`config.mk`:
```
export PLATFORM = sky130hd
export DESIGN_NAME = stb_delay_sweep
export DESIGN_NICKNAME = d
export VERILOG_FILES = /design/src/rtl/stb_sweep_pkg.sv /design/src/rtl/sync_ff.sv /design/src/rtl/stb_delay_sweep.sv
export SDC_FILE = /design/constraint.sdc
export NUM_CORES = 1
export LEC_CHECK = 0
export ABC_AREA = 1
export CAP_MARGIN = 20
export CORE_MARGIN = 2
export CORE_UTILIZATION = 43
export CTS_CLUSTER_SIZE = 10
export DETAILED_ROUTE_END_ITERATION = 6
export PLACE_DENSITY = 0.72
export SKIP_CTS_REPAIR_TIMING = 1
export SLEW_MARGIN = 40
export SYNTH_ARGS = -nofsm -noshare
export SYNTH_HDL_FRONTEND = slang
export SYNTH_SLANG_ARGS = --single-unit
```
`constraint.sdc`:
```
create_clock -name clk_i -period 7 [get_ports clk_i]
set_clock_uncertainty 0.2 [all_clocks]
set_input_delay 1.4 -clock clk_i [delete_from_list [all_inputs] [get_ports clk_i]]
set_output_delay 1.4 -clock clk_i [all_outputs]
set_load 0.01 [all_outputs]
```
`src/rtl/stb_sweep_pkg.sv`:
```
// Shared types and constants for the equivalent-time delay sweep stage.
package stb_sweep_pkg;

   // Sweep controller states.
   typedef enum logic [1:0] {
      IDLE   = 2'd0,
      ARM    = 2'd1,
      DELAY  = 2'd2,
      REPORT = 2'd3
   } sweep_state_t;

   // Error codes reported on err_code_o.
   localparam logic [1:0] ERR_NONE    = 2'd0;
   localparam logic [1:0] ERR_PARAM   = 2'd1;
   localparam logic [1:0] ERR_TIMEOUT = 2'd2;
   localparam logic [1:0] ERR_OVERRUN = 2'd3;

endpackage

```
`src/rtl/sync_ff.sv`:
```
// Multi-stage flip-flop synchronizer for asynchronous inputs.
module sync_ff #(
   parameter int WIDTH  = 1,
   parameter int STAGES = 2
) (
   input  logic             clk_i,
   input  logic             arst_i,
   input  logic [WIDTH-1:0] d,
   output logic [WIDTH-1:0] q
);

   logic [WIDTH-1:0] chain [STAGES];

   // Shift the input through the synchronizer chain.
   always_ff @(posedge clk_i or posedge arst_i) begin
      if (arst_i) begin
         for (int i = 0; i < STAGES; i++) begin
            chain[i] <= {WIDTH{1'b0}};
         end
      end else begin
         chain[0] <= d;
         for (int i = 1; i < STAGES; i++) begin
            chain[i] <= chain[i-1];
         end
      end
   end

   assign q = chain[STAGES-1];

endmodule

```
`src/rtl/stb_delay_sweep.sv`:
```
// Equivalent-time sampling stage: steps a delayed sampling strobe across one
// strobe period, counts comparator hits per step and reports each step.
module stb_delay_sweep
   import stb_sweep_pkg::*;
#(
   parameter int T_CNT_WIDTH = 32,
   parameter int ACC_WIDTH   = 16
) (
   input  logic                   clk_i,
   input  logic                   arst_i,
   input  logic                   start_i,
   input  logic [T_CNT_WIDTH-1:0] period_i,
   input  logic                   period_rdy_i,
   input  logic                   stb_i,
   input  logic                   sig_i,
   input  logic [T_CNT_WIDTH-1:0] step_i,
   input  logic [ACC_WIDTH-1:0]   n_samples_i,
   output logic                   busy_o,
   output logic                   dly_stb_o,
   output logic                   res_valid_o,
   input  logic                   res_ready_i,
   output logic [T_CNT_WIDTH-1:0] res_delay_o,
   output logic [ACC_WIDTH-1:0]   res_hits_o,
   output logic                   done_o,
   output logic                   err_o,
   output logic [1:0]             err_code_o
);

   sweep_state_t state, state_next;

   logic                   stb_prev;
   logic                   sig_sync;
   logic [T_CNT_WIDTH-1:0] period;
   logic [T_CNT_WIDTH-1:0] step;
   logic [T_CNT_WIDTH-1:0] delay;
   logic [T_CNT_WIDTH-1:0] dly_cnt;
   logic [T_CNT_WIDTH:0]   wd_cnt;
   logic [ACC_WIDTH-1:0]   n_samples;
   logic [ACC_WIDTH-1:0]   sample_cnt;
   logic [ACC_WIDTH-1:0]   hits;
   logic                   res_valid;
   logic                   dly_stb;
   logic                   done;
   logic                   busy;
   logic                   err;
   logic [1:0]             err_code;

   logic                   stb_edge;
   logic                   sample_now;
   logic                   last_sample;
   logic                   wd_expire;
   logic                   xfer;
   logic                   param_ok;
   logic                   sweep_end;
   logic                   dly_stb_set;
   logic [T_CNT_WIDTH:0]   delay_next;

   sync_ff #(
      .WIDTH  (1),
      .STAGES (2)
   ) u_sig_sync (
      .clk_i  (clk_i),
      .arst_i (arst_i),
      .d      (sig_i),
      .q      (sig_sync)
   );

   assign stb_edge    = stb_i & ~stb_prev;
   assign sample_now  = (state == DELAY) && (dly_cnt == delay);
   assign last_sample = ((sample_cnt + ACC_WIDTH'(1)) == n_samples);
   // Watchdog limit is twice the period; the extra bit keeps the doubling exact.
   assign wd_expire   = ((wd_cnt + (T_CNT_WIDTH+1)'(1)) >= {period, 1'b0});
   assign xfer        = res_valid & res_ready_i;
   assign param_ok    = period_rdy_i && (period_i != {T_CNT_WIDTH{1'b0}}) &&
                        (step_i != {T_CNT_WIDTH{1'b0}}) &&
                        (n_samples_i != {ACC_WIDTH{1'b0}});
   // Next delay computed one bit wider so delay + step cannot wrap below period.
   assign delay_next  = {1'b0, delay} + {1'b0, step};
   assign sweep_end   = (delay_next >= {1'b0, period});

   // Raise the delayed strobe in the cycle the counter will equal the delay.
   assign dly_stb_set = ((state == ARM) && stb_edge && (delay == {T_CNT_WIDTH{1'b0}})) ||
                        ((state == DELAY) && !sample_now && !stb_edge &&
                         ((dly_cnt + T_CNT_WIDTH'(1)) == delay));

   // Next-state decode of the sweep controller.
   always_comb begin
      state_next = state;
      case (state)
         IDLE: begin
            if (start_i && param_ok) begin
               state_next = ARM;
            end else begin
               state_next = IDLE;
            end
         end
         ARM: begin
            if (stb_edge) begin
               state_next = DELAY;
            end else if (wd_expire) begin
               state_next = IDLE;
            end else begin
               state_next = ARM;
            end
         end
         DELAY: begin
            if (sample_now) begin
               if (last_sample) begin
                  state_next = REPORT;
               end else begin
                  state_next = ARM;
               end
            end else if (stb_edge) begin
               state_next = IDLE;
            end else begin
               state_next = DELAY;
            end
         end
         REPORT: begin
            if (xfer) begin
               if (sweep_end) begin
                  state_next = IDLE;
               end else begin
                  state_next = ARM;
               end
            end else begin
               state_next = REPORT;
            end
         end
         default: state_next = IDLE;
      endcase
   end

   // State register.
   always_ff @(posedge clk_i or posedge arst_i) begin
      if (arst_i) begin
         state <= IDLE;
      end else begin
         state <= state_next;
      end
   end

   // Datapath: parameters, counters, result and status registers.
   always_ff @(posedge clk_i or posedge arst_i) begin
      if (arst_i) begin
         stb_prev   <= 1'b0;
         period     <= {T_CNT_WIDTH{1'b0}};
         step       <= {T_CNT_WIDTH{1'b0}};
         delay      <= {T_CNT_WIDTH{1'b0}};
         dly_cnt    <= {T_CNT_WIDTH{1'b0}};
         wd_cnt     <= {(T_CNT_WIDTH+1){1'b0}};
         n_samples  <= {ACC_WIDTH{1'b0}};
         sample_cnt <= {ACC_WIDTH{1'b0}};
         hits       <= {ACC_WIDTH{1'b0}};
         res_valid  <= 1'b0;
         dly_stb    <= 1'b0;
         done       <= 1'b0;
         busy       <= 1'b0;
         err        <= 1'b0;
         err_code   <= ERR_NONE;
      end else begin
         stb_prev <= stb_i;
         dly_stb  <= dly_stb_set;
         done     <= 1'b0;
         busy     <= (state_next != IDLE);
         case (state)
            IDLE: begin
               if (start_i) begin
                  err      <= 1'b0;
                  err_code <= ERR_NONE;
                  if (param_ok) begin
                     period     <= period_i;
                     step       <= step_i;
                     n_samples  <= n_samples_i;
                     delay      <= {T_CNT_WIDTH{1'b0}};
                     hits       <= {ACC_WIDTH{1'b0}};
                     sample_cnt <= {ACC_WIDTH{1'b0}};
                     wd_cnt     <= {(T_CNT_WIDTH+1){1'b0}};
                  end else begin
                     err      <= 1'b1;
                     err_code <= ERR_PARAM;
                  end
               end
            end
            ARM: begin
               if (stb_edge) begin
                  dly_cnt <= {T_CNT_WIDTH{1'b0}};
               end else if (wd_expire) begin
                  err      <= 1'b1;
                  err_code <= ERR_TIMEOUT;
               end else begin
                  wd_cnt <= wd_cnt + (T_CNT_WIDTH+1)'(1);
               end
            end
            DELAY: begin
               // Sampling wins over a coincident strobe edge.
               if (sample_now) begin
                  hits       <= hits + {{(ACC_WIDTH-1){1'b0}}, sig_sync};
                  sample_cnt <= sample_cnt + ACC_WIDTH'(1);
                  wd_cnt     <= {(T_CNT_WIDTH+1){1'b0}};
                  if (last_sample) begin
                     res_valid <= 1'b1;
                  end
               end else if (stb_edge) begin
                  err      <= 1'b1;
                  err_code <= ERR_OVERRUN;
               end else begin
                  dly_cnt <= dly_cnt + T_CNT_WIDTH'(1);
               end
            end
            REPORT: begin
               if (xfer) begin
                  res_valid <= 1'b0;
                  if (sweep_end) begin
                     done <= 1'b1;
                  end else begin
                     delay      <= delay_next[T_CNT_WIDTH-1:0];
                     hits       <= {ACC_WIDTH{1'b0}};
                     sample_cnt <= {ACC_WIDTH{1'b0}};
                     wd_cnt     <= {(T_CNT_WIDTH+1){1'b0}};
                  end
               end
            end
            default: begin
               res_valid <= 1'b0;
            end
         endcase
      end
   end

   assign busy_o      = busy;
   assign dly_stb_o   = dly_stb;
   assign res_valid_o = res_valid;
   assign res_delay_o = delay;
   assign res_hits_o  = hits;
   assign done_o      = done;
   assign err_o       = err;
   assign err_code_o  = err_code;

endmodule
```
# Word level (Yosys, flattened, before mapping)
# Index checks and enable logic that the tools add are counted.
[word_totals] word_cells=133 ff_bits=221 in_bits=87 out_inout_bits=55
[classes] addsub=5 n_eq_ne=19 reduce_logical=31 bitwise_logic=3 n_mux=55 magnitude_cmp=2
[op_table] cell="$mux 33" n=7
[op_table] cell="$mux 32" n=7
[op_table] cell="$pmux 33 s4" n=1
[op_table] cell="$pmux 32 s2" n=2
[op_table] cell="$mux 16" n=6
[op_table] cell="$pmux 16 s3" n=2
[op_table] cell="$eq 32x32->1" n=2
[op_table] cell="$reduce_bool 32->1" n=2
[op_table] cell="$add 32x32->33" n=1
[op_table] cell="$add 33x1->33 const B" n=1
[op_table] cell="$ge 33x32->1" n=1
[op_table] cell="$ge 33x33->1" n=1
[op_table] cell="$add 32x1->32 const B" n=1
[op_table] cell="$logic_not 32->1" n=1
[op_table] cell="$ne 2x2->1 const B" n=13
[op_table] cell="$mux 2" n=10
[op_table] cell="$add 16x1->16" n=1
[op_table] cell="$add 16x1->16 const B" n=1
[op_table] cell="$eq 16x16->1" n=1
[op_table] cell="$mux 1" n=16
[op_table] cell="$reduce_bool 16->1" n=1
[op_table] cell="$reduce_and 6->1" n=2
[op_table] cell="$logic_and 1x1->1" n=10
[op_table] cell="$pmux 2 s4" n=1
[op_table] cell="16 further kinds" n=24

# Logic depth before layout (Yosys ltp)
[depth] depth_word=8 ltp_mapped=33 depth_no_buf=31

# Cells and area by module
# A second synthesis with hierarchy kept.
[hier_totals] hier_cells=2251 hier_area_um2=16114.2
[by_module_without_submodules] mod="stb_delay_sweep" area_per_inst_um2=16060.4 instances=1 cells_per_inst=2248 seq_area_each_um2=5480.3
[by_module_without_submodules] mod="sync_ff" area_per_inst_um2=53.8 instances=1 cells_per_inst=3 seq_area_each_um2=50.0

# Worst setup path after synthesis
# Ideal clock, no wire load.
[synth_path] kind="reg-to-reg" from="register delay[0] (netlist: res_delay_o[0])" to="register delay[0] (netlist: res_delay_o[0])" setup_time_ns=0.067 period_less_slack_ns=4.227 setup_slack_ns=2.773 n_path_buf=2 required_ns=6.733 path_stages_with_launch=31 arrival_ns=3.961 cell_sequence="dfrtp_1 -> ha_1 -> inv_1 -> fa_1 -> or2_1 -> o21ai_2 -> nand2_1 -> nand2_1 -> a21boi_0 -> o21ai_0 -> xor2_1 -> inv_1 -> ha_1 -> a21o_1 -> nor2_1 -> nand2_1 -> nor2_1 -> nand2_1 -> nand2_1 -> nand2_1 -> nand2_1 -> nand2_1 -> nand2_1 -> nand2_1 -> nand2_1 -> nand2_1 -> nand2_1 -> buf_2 -> clkbuf_1 -> nand4_1 -> nand2_1"
[synth_via] elab_chain_len=4 elab_cells_between_ends=7 cone_classes="1 x add/sub; 1 x order compare; 1 x eq/ne; 3 x mux; 1 x reduce/logical"
[synth_rtl] element="from (decl)" line_no="stb_delay_sweep.sv:35" rtl="logic [T_CNT_WIDTH-1:0] delay;"
[synth_rtl] element="from (signal assigned)" line_no="stb_delay_sweep.sv:149" rtl="delay <= {T_CNT_WIDTH{1'b0}};"
[synth_rtl] element="from (signal assigned)" line_no="stb_delay_sweep.sv:175" rtl="delay <= {T_CNT_WIDTH{1'b0}};"
[synth_rtl] element="from (signal assigned)" line_no="stb_delay_sweep.sv:217" rtl="delay <= delay_next[T_CNT_WIDTH-1:0];"
[synth_rtl] element="$add 32x32->33 (*)" line_no="stb_delay_sweep.sv:78" rtl="assign delay_next = {1'b0, delay} + {1'b0, step};"
[synth_rtl] element="$ge 33x32->1 / $mux 32 (equally long branches)" line_no="stb_delay_sweep.sv:79, stb_delay_sweep.sv:214"
[synth_rtl] element="$ne 2x2->1 (no source line) / $mux 32 (equally long branches)"
[synth_rtl] element="$reduce_and 5->1 (no source line) / $pmux 32 s2 (equally long branches)"
# Mark *: on every way between the ends. The rest lies on a longest branch, timed or not. The select of a mux whose other input is x is not followed.
# A chain may end at the register's enable or synchronous reset.

# Worst setup path after layout
[layout_path] from="register delay[0] (netlist: res_delay_o[0])" to="register sample_cnt[5]"
[layout_via] elab_chain_len=4 elab_cells_between_ends=7 cone_classes="1 x add/sub; 1 x order compare; 3 x eq/ne; 2 x reduce/logical"
[layout_rtl] element="$add 32x32->33 / $eq 32x32->1 (equally long branches)" line_no="stb_delay_sweep.sv:78, stb_delay_sweep.sv:69"
[layout_rtl] element="$ge 33x32->1 / $logic_and 1x1->1 (equally long branches)" line_no="stb_delay_sweep.sv:79, stb_delay_sweep.sv:69"
[layout_rtl] element="$ne 2x2->1 (no source line)"
[layout_rtl] element="$reduce_and 6->1 (no source line) (*)"
[layout_rtl] element="to (signal assigned)" line_no="stb_delay_sweep.sv:153" rtl="sample_cnt <= {ACC_WIDTH{1'b0}};"
[layout_rtl] element="to (signal assigned)" line_no="stb_delay_sweep.sv:177" rtl="sample_cnt <= {ACC_WIDTH{1'b0}};"
[layout_rtl] element="to (signal assigned)" line_no="stb_delay_sweep.sv:199" rtl="sample_cnt <= sample_cnt + ACC_WIDTH'(1);"
[layout_rtl] element="to (decl)" line_no="stb_delay_sweep.sv:39" rtl="logic [ACC_WIDTH-1:0] sample_cnt;"
# Mark *: on every way between the ends. The rest lies on a longest branch, timed or not.

==> reports/summary.md <==
Final layout
- **count of nets after finishing** 2658
- **count of fill cells added during filler insertion** 3631
- **post-route core utilization** 51.14%
- **top library cells by usage in the layout, fill and taps aside** 626 x sky130_fd_sc_hd__nand2_1, 333 x sky130_fd_sc_hd__inv_1, 259 x sky130_fd_sc_hd__nor2_1
- **most common cell after layout, fill and taps aside** sky130_fd_sc_hd__nand2_1
- **layout overhead on the synthesized area** 17.30%
- **number of antenna diodes** 0
- **share of final-layout standard cells stronger than drive strength 1** 4.404%

Placement
- **DPL Wire Length** 37.27 mm
- **last weighted congestion value of the routability-driven placer** 1.017
- **count of input and output buffers** 141
- **placement-stage worst setup slack** 1.776 ns

Synthesis
- **average footprint of a synthesized cell** 7.002 µm²
- **net count after synthesis** 2535
- **distinct cell type count after synthesis** 49
- **cell types occupying the most area after synthesis** sky130_fd_sc_hd__dfrtp_1 34%, sky130_fd_sc_hd__nand2_1 14%, sky130_fd_sc_hd__ha_1 8.2%
- **leading area contributor after synthesis** sky130_fd_sc_hd__dfrtp_1
- **proportion of synthesized chip area in sequential cells** 33.75%
- **Post-Synthesis Cells** 2340
- **synthesis-stage register bit count** 221
- **Yosys Warn Count** 0
- **Yosys top cell area share** 33.75%
- **post-synth design cell area** 16380 µm²

Global routing
- **Overflow after GRT** 0
- **initial antenna violation count** 0
- **global routing usage summed across all routing layers** 24.53%
- **global-route wire length before repair** 78.18 mm
- **vias in the first global route** 15310
- **pin count of the biggest net entering global routing** 130

Pwr
- **internal power** 3.310 mW
- **net switching power of the design** 2.638 mW
- **Total Power Consumption** 5.948 mW
- **total leakage power** 9.884 nW
- **Comb power frac** 46.9%
- **Net Sw Frac** 44.35%
- **clock share of power** 23.1%
- **worst voltage drop across the vdd grid** 0.2070 mV
- **fraction of power consumed by sequential logic** 30.0%
- **total power per unit cell area** 309.5 nW/µm²

Worst setup path
- **Bufs and invs on worst path** 4
- **cell with the biggest individual delay on the critical path** sky130_fd_sc_hd__dfrtp_1
- **Critical Path Source** res_delay_o[0]$_DFFE_PP0P_
- **peak fanout along the critical path** 35
- **launch point of the worst reg-to-reg path** res_delay_o[0]$_DFFE_PP0P_
- **cell family contributing the most delay on the critical path** simple AND/OR/NAND/NOR gates
- **crit end category** flop
- **required time of the critical path** 7.29 ns
- **WP data arrival** 5.59 ns
- **start-to-end type of the worst setup path** reg -> reg
- **most frequent cell on the critical path** sky130_fd_sc_hd__nand2_1
- **total number of cells along the worst setup path** 32
- **CP startpoint kind** flop
- **r2r worst-path depth** 32
- **delay contributed by the slowest stage of the critical path** 0.42 ns

Route
- **post-detailed-route wirelength per cell** 16.22 µm
- **vias per std cell** 5.297
- **DR vias** 15820
- **Total Wirelength** 48.43 mm
- **DR pass1 iterations** 6
- **# DRC** 0
- **number of design-rule violations left by the first detailed-router iteration** 1269
- **antenna-violating nets left** 0

Clock network
- **worst skew pair latency** 0.55 ns
- **CTS H-tree depth** 1
- **clock root buffer** sky130_fd_sc_hd__clkbuf_16
- **clock-pin slew of the registers on the worst-case setup and hold paths** 0.06 ns
- **CTS Buf Count** 28
- **CTS tree** done
- **sinks on the clock net** 221
- **number of buffers on the longest clock path** 3

Timing
- **count of endpoints failing hold in the final timing report** 0
- **final critical-path setup slack** 1.696 ns
- **Relative slew margins** 44.26%
- **setup TNS after final layout** 0 ns
- **slew of the pin with the lowest slew margin** 0.8285 ns
- **Final Max Tran Viols** 0
- **unrepaired setup endpoints after global routing** false
- **maximum operating frequency** 188.5 MHz
- **number of setup violations in the final report** 0
- **final cycle utilization of the critical path** 75.77%
- **Period minus WS final** 5.304 ns

Run status
- **status** finished clean

Floorplanning
- **die boundary width** 199.2 µm
- **core area** 37580 µm²
- **number of top-level pins** 142
- **DIE AREA** 39680 µm²
- **effective utilization at floorplan** 43.60%
- **floorplan die height** 199.2 µm
- **row cnt** 71

Worst hold path
- **start point of the worst hold path** u_sig_sync.chain[1]$_DFF_PP0_
- **depth of the worst hold-timing path** 0
- **type of the tightest min-delay check** reg -> reg

Flow run
- **# Max-Cap Violations** 0

## power groups by stage
stage / clock, mW / sequential, mW / combinational, mW
3_3_place_gp: 0 / 1.79 / 2.67
6_report: 1.37 / 1.78 / 2.79
5_1_grt: 1.45 / 1.81 / 3.13
4_1_cts: 1.40 / 1.78 / 2.77
3_5_place_dp: 0 / 1.80 / 2.75
2_1_floorplan: 0 / 1.74 / 1.92
## final cells by class
cell class                      count  area [µm²]  share of cell area (%)
Timing Repair Buffer              160        1603                   8.340
Clock buffer                       39       813.3                   4.232
Sequential cell                   221        5530                   28.78
Clock inverter                      3       43.79                  0.2279
Multi-Input combinational cell   1714        9315                   48.47
Inverter                          338        1274                   6.628
Tap cell                          511       639.4                   3.327
## worst paths after layout
kind | to | slack (ns)
max | sample_cnt[5]$_DFFE_PP0P_ | 1.70
min | u_sig_sync.q$_DFF_PP0_ | 0.15
max reg2reg | sample_cnt[5]$_DFFE_PP0P_ | 1.70
min reg2reg | u_sig_sync.q$_DFF_PP0_ | 0.15
max in group asynchronous | period[28]$_DFFE_PP0P_ | 4.49
min in group asynchronous | dly_cnt[9]$_DFFE_PP0P_ | 1.19
## cells in the mapped netlist, drive strengths merged
master,count
xnor2,38
o31ai,1
nor3,46
or2,8
nor3b,4
inv,337
o311a,1
o21ai,94
dfrtp,221
nor4,24
clkinv,1
nand4,113
a31oi,5
a211oi,6
o211ai,6
mux2,9
and2,3
nand3b,5
xor2,81
fa,1
o21bai,6
o41ai,1
ha,107
a21oi,109
clkbuf,38
and3,1
a21boi,3
nand3,104
buf,29
nor2,271
o22ai,25
o21a,2
nand2,631
a21o,9
## worst register-to-register path, delay by kind of cell, from the launching register on
family	cells	cell delay, ns
AO/OA/AOI/OAI	3	0.60
XOR/XNOR	1	0.23
adder cells (fa/ha/maj)	3	0.87
buffers and inverters	4	0.86
flip-flops	1	0.42
AND/OR/NAND/NOR	21	2.07
## metal layers
layer,vias to the layer above,routed length [µm],global-route usage [%]
met3,91,2878,2.869
met1,7356,21610,33.17
met5,-,0,0
li1,7820,-,-
met2,549,22570,41.10
met4,0,1369,7.490
## logic make-up after synthesis
logic type | after synthesis | share of synthesized area (%)
mux | 9 | 0.6186
buf+inv | 405 | 9.591
xor+xnor | 119 | 6.361
flops | 221 | 33.75
compound gates | 268 | 9.034
fa+ha+maj | 108 | 8.293
simple gates | 1210 | 32.35
## per-stage QoR
step | cells | hold WS [ns] | cell area [µm²]
after global placement | 2942 | 0.1404 | 18300
final | 2986 | 0.1512 | 19220
after floorplan | 2340 | 0.1312 | 16390
after CTS | 2986 | 0.1518 | 19210
after global routing | 2986 | 0.1623 | 19220
after detailed placement | 2944 | 0.1457 | 18360
## sequential cells by signal (all words and copies together), names as in the netlist, 2 cells and up
name / count
period: 32
state: 2
err_code_o: 2
n_samples: 16
res_hits_o: 16
sample_cnt: 16
wd_cnt: 33
step: 32
res_delay_o: 32
dly_cnt: 32
No activity file was read; power rests on OpenSTA's default activity.
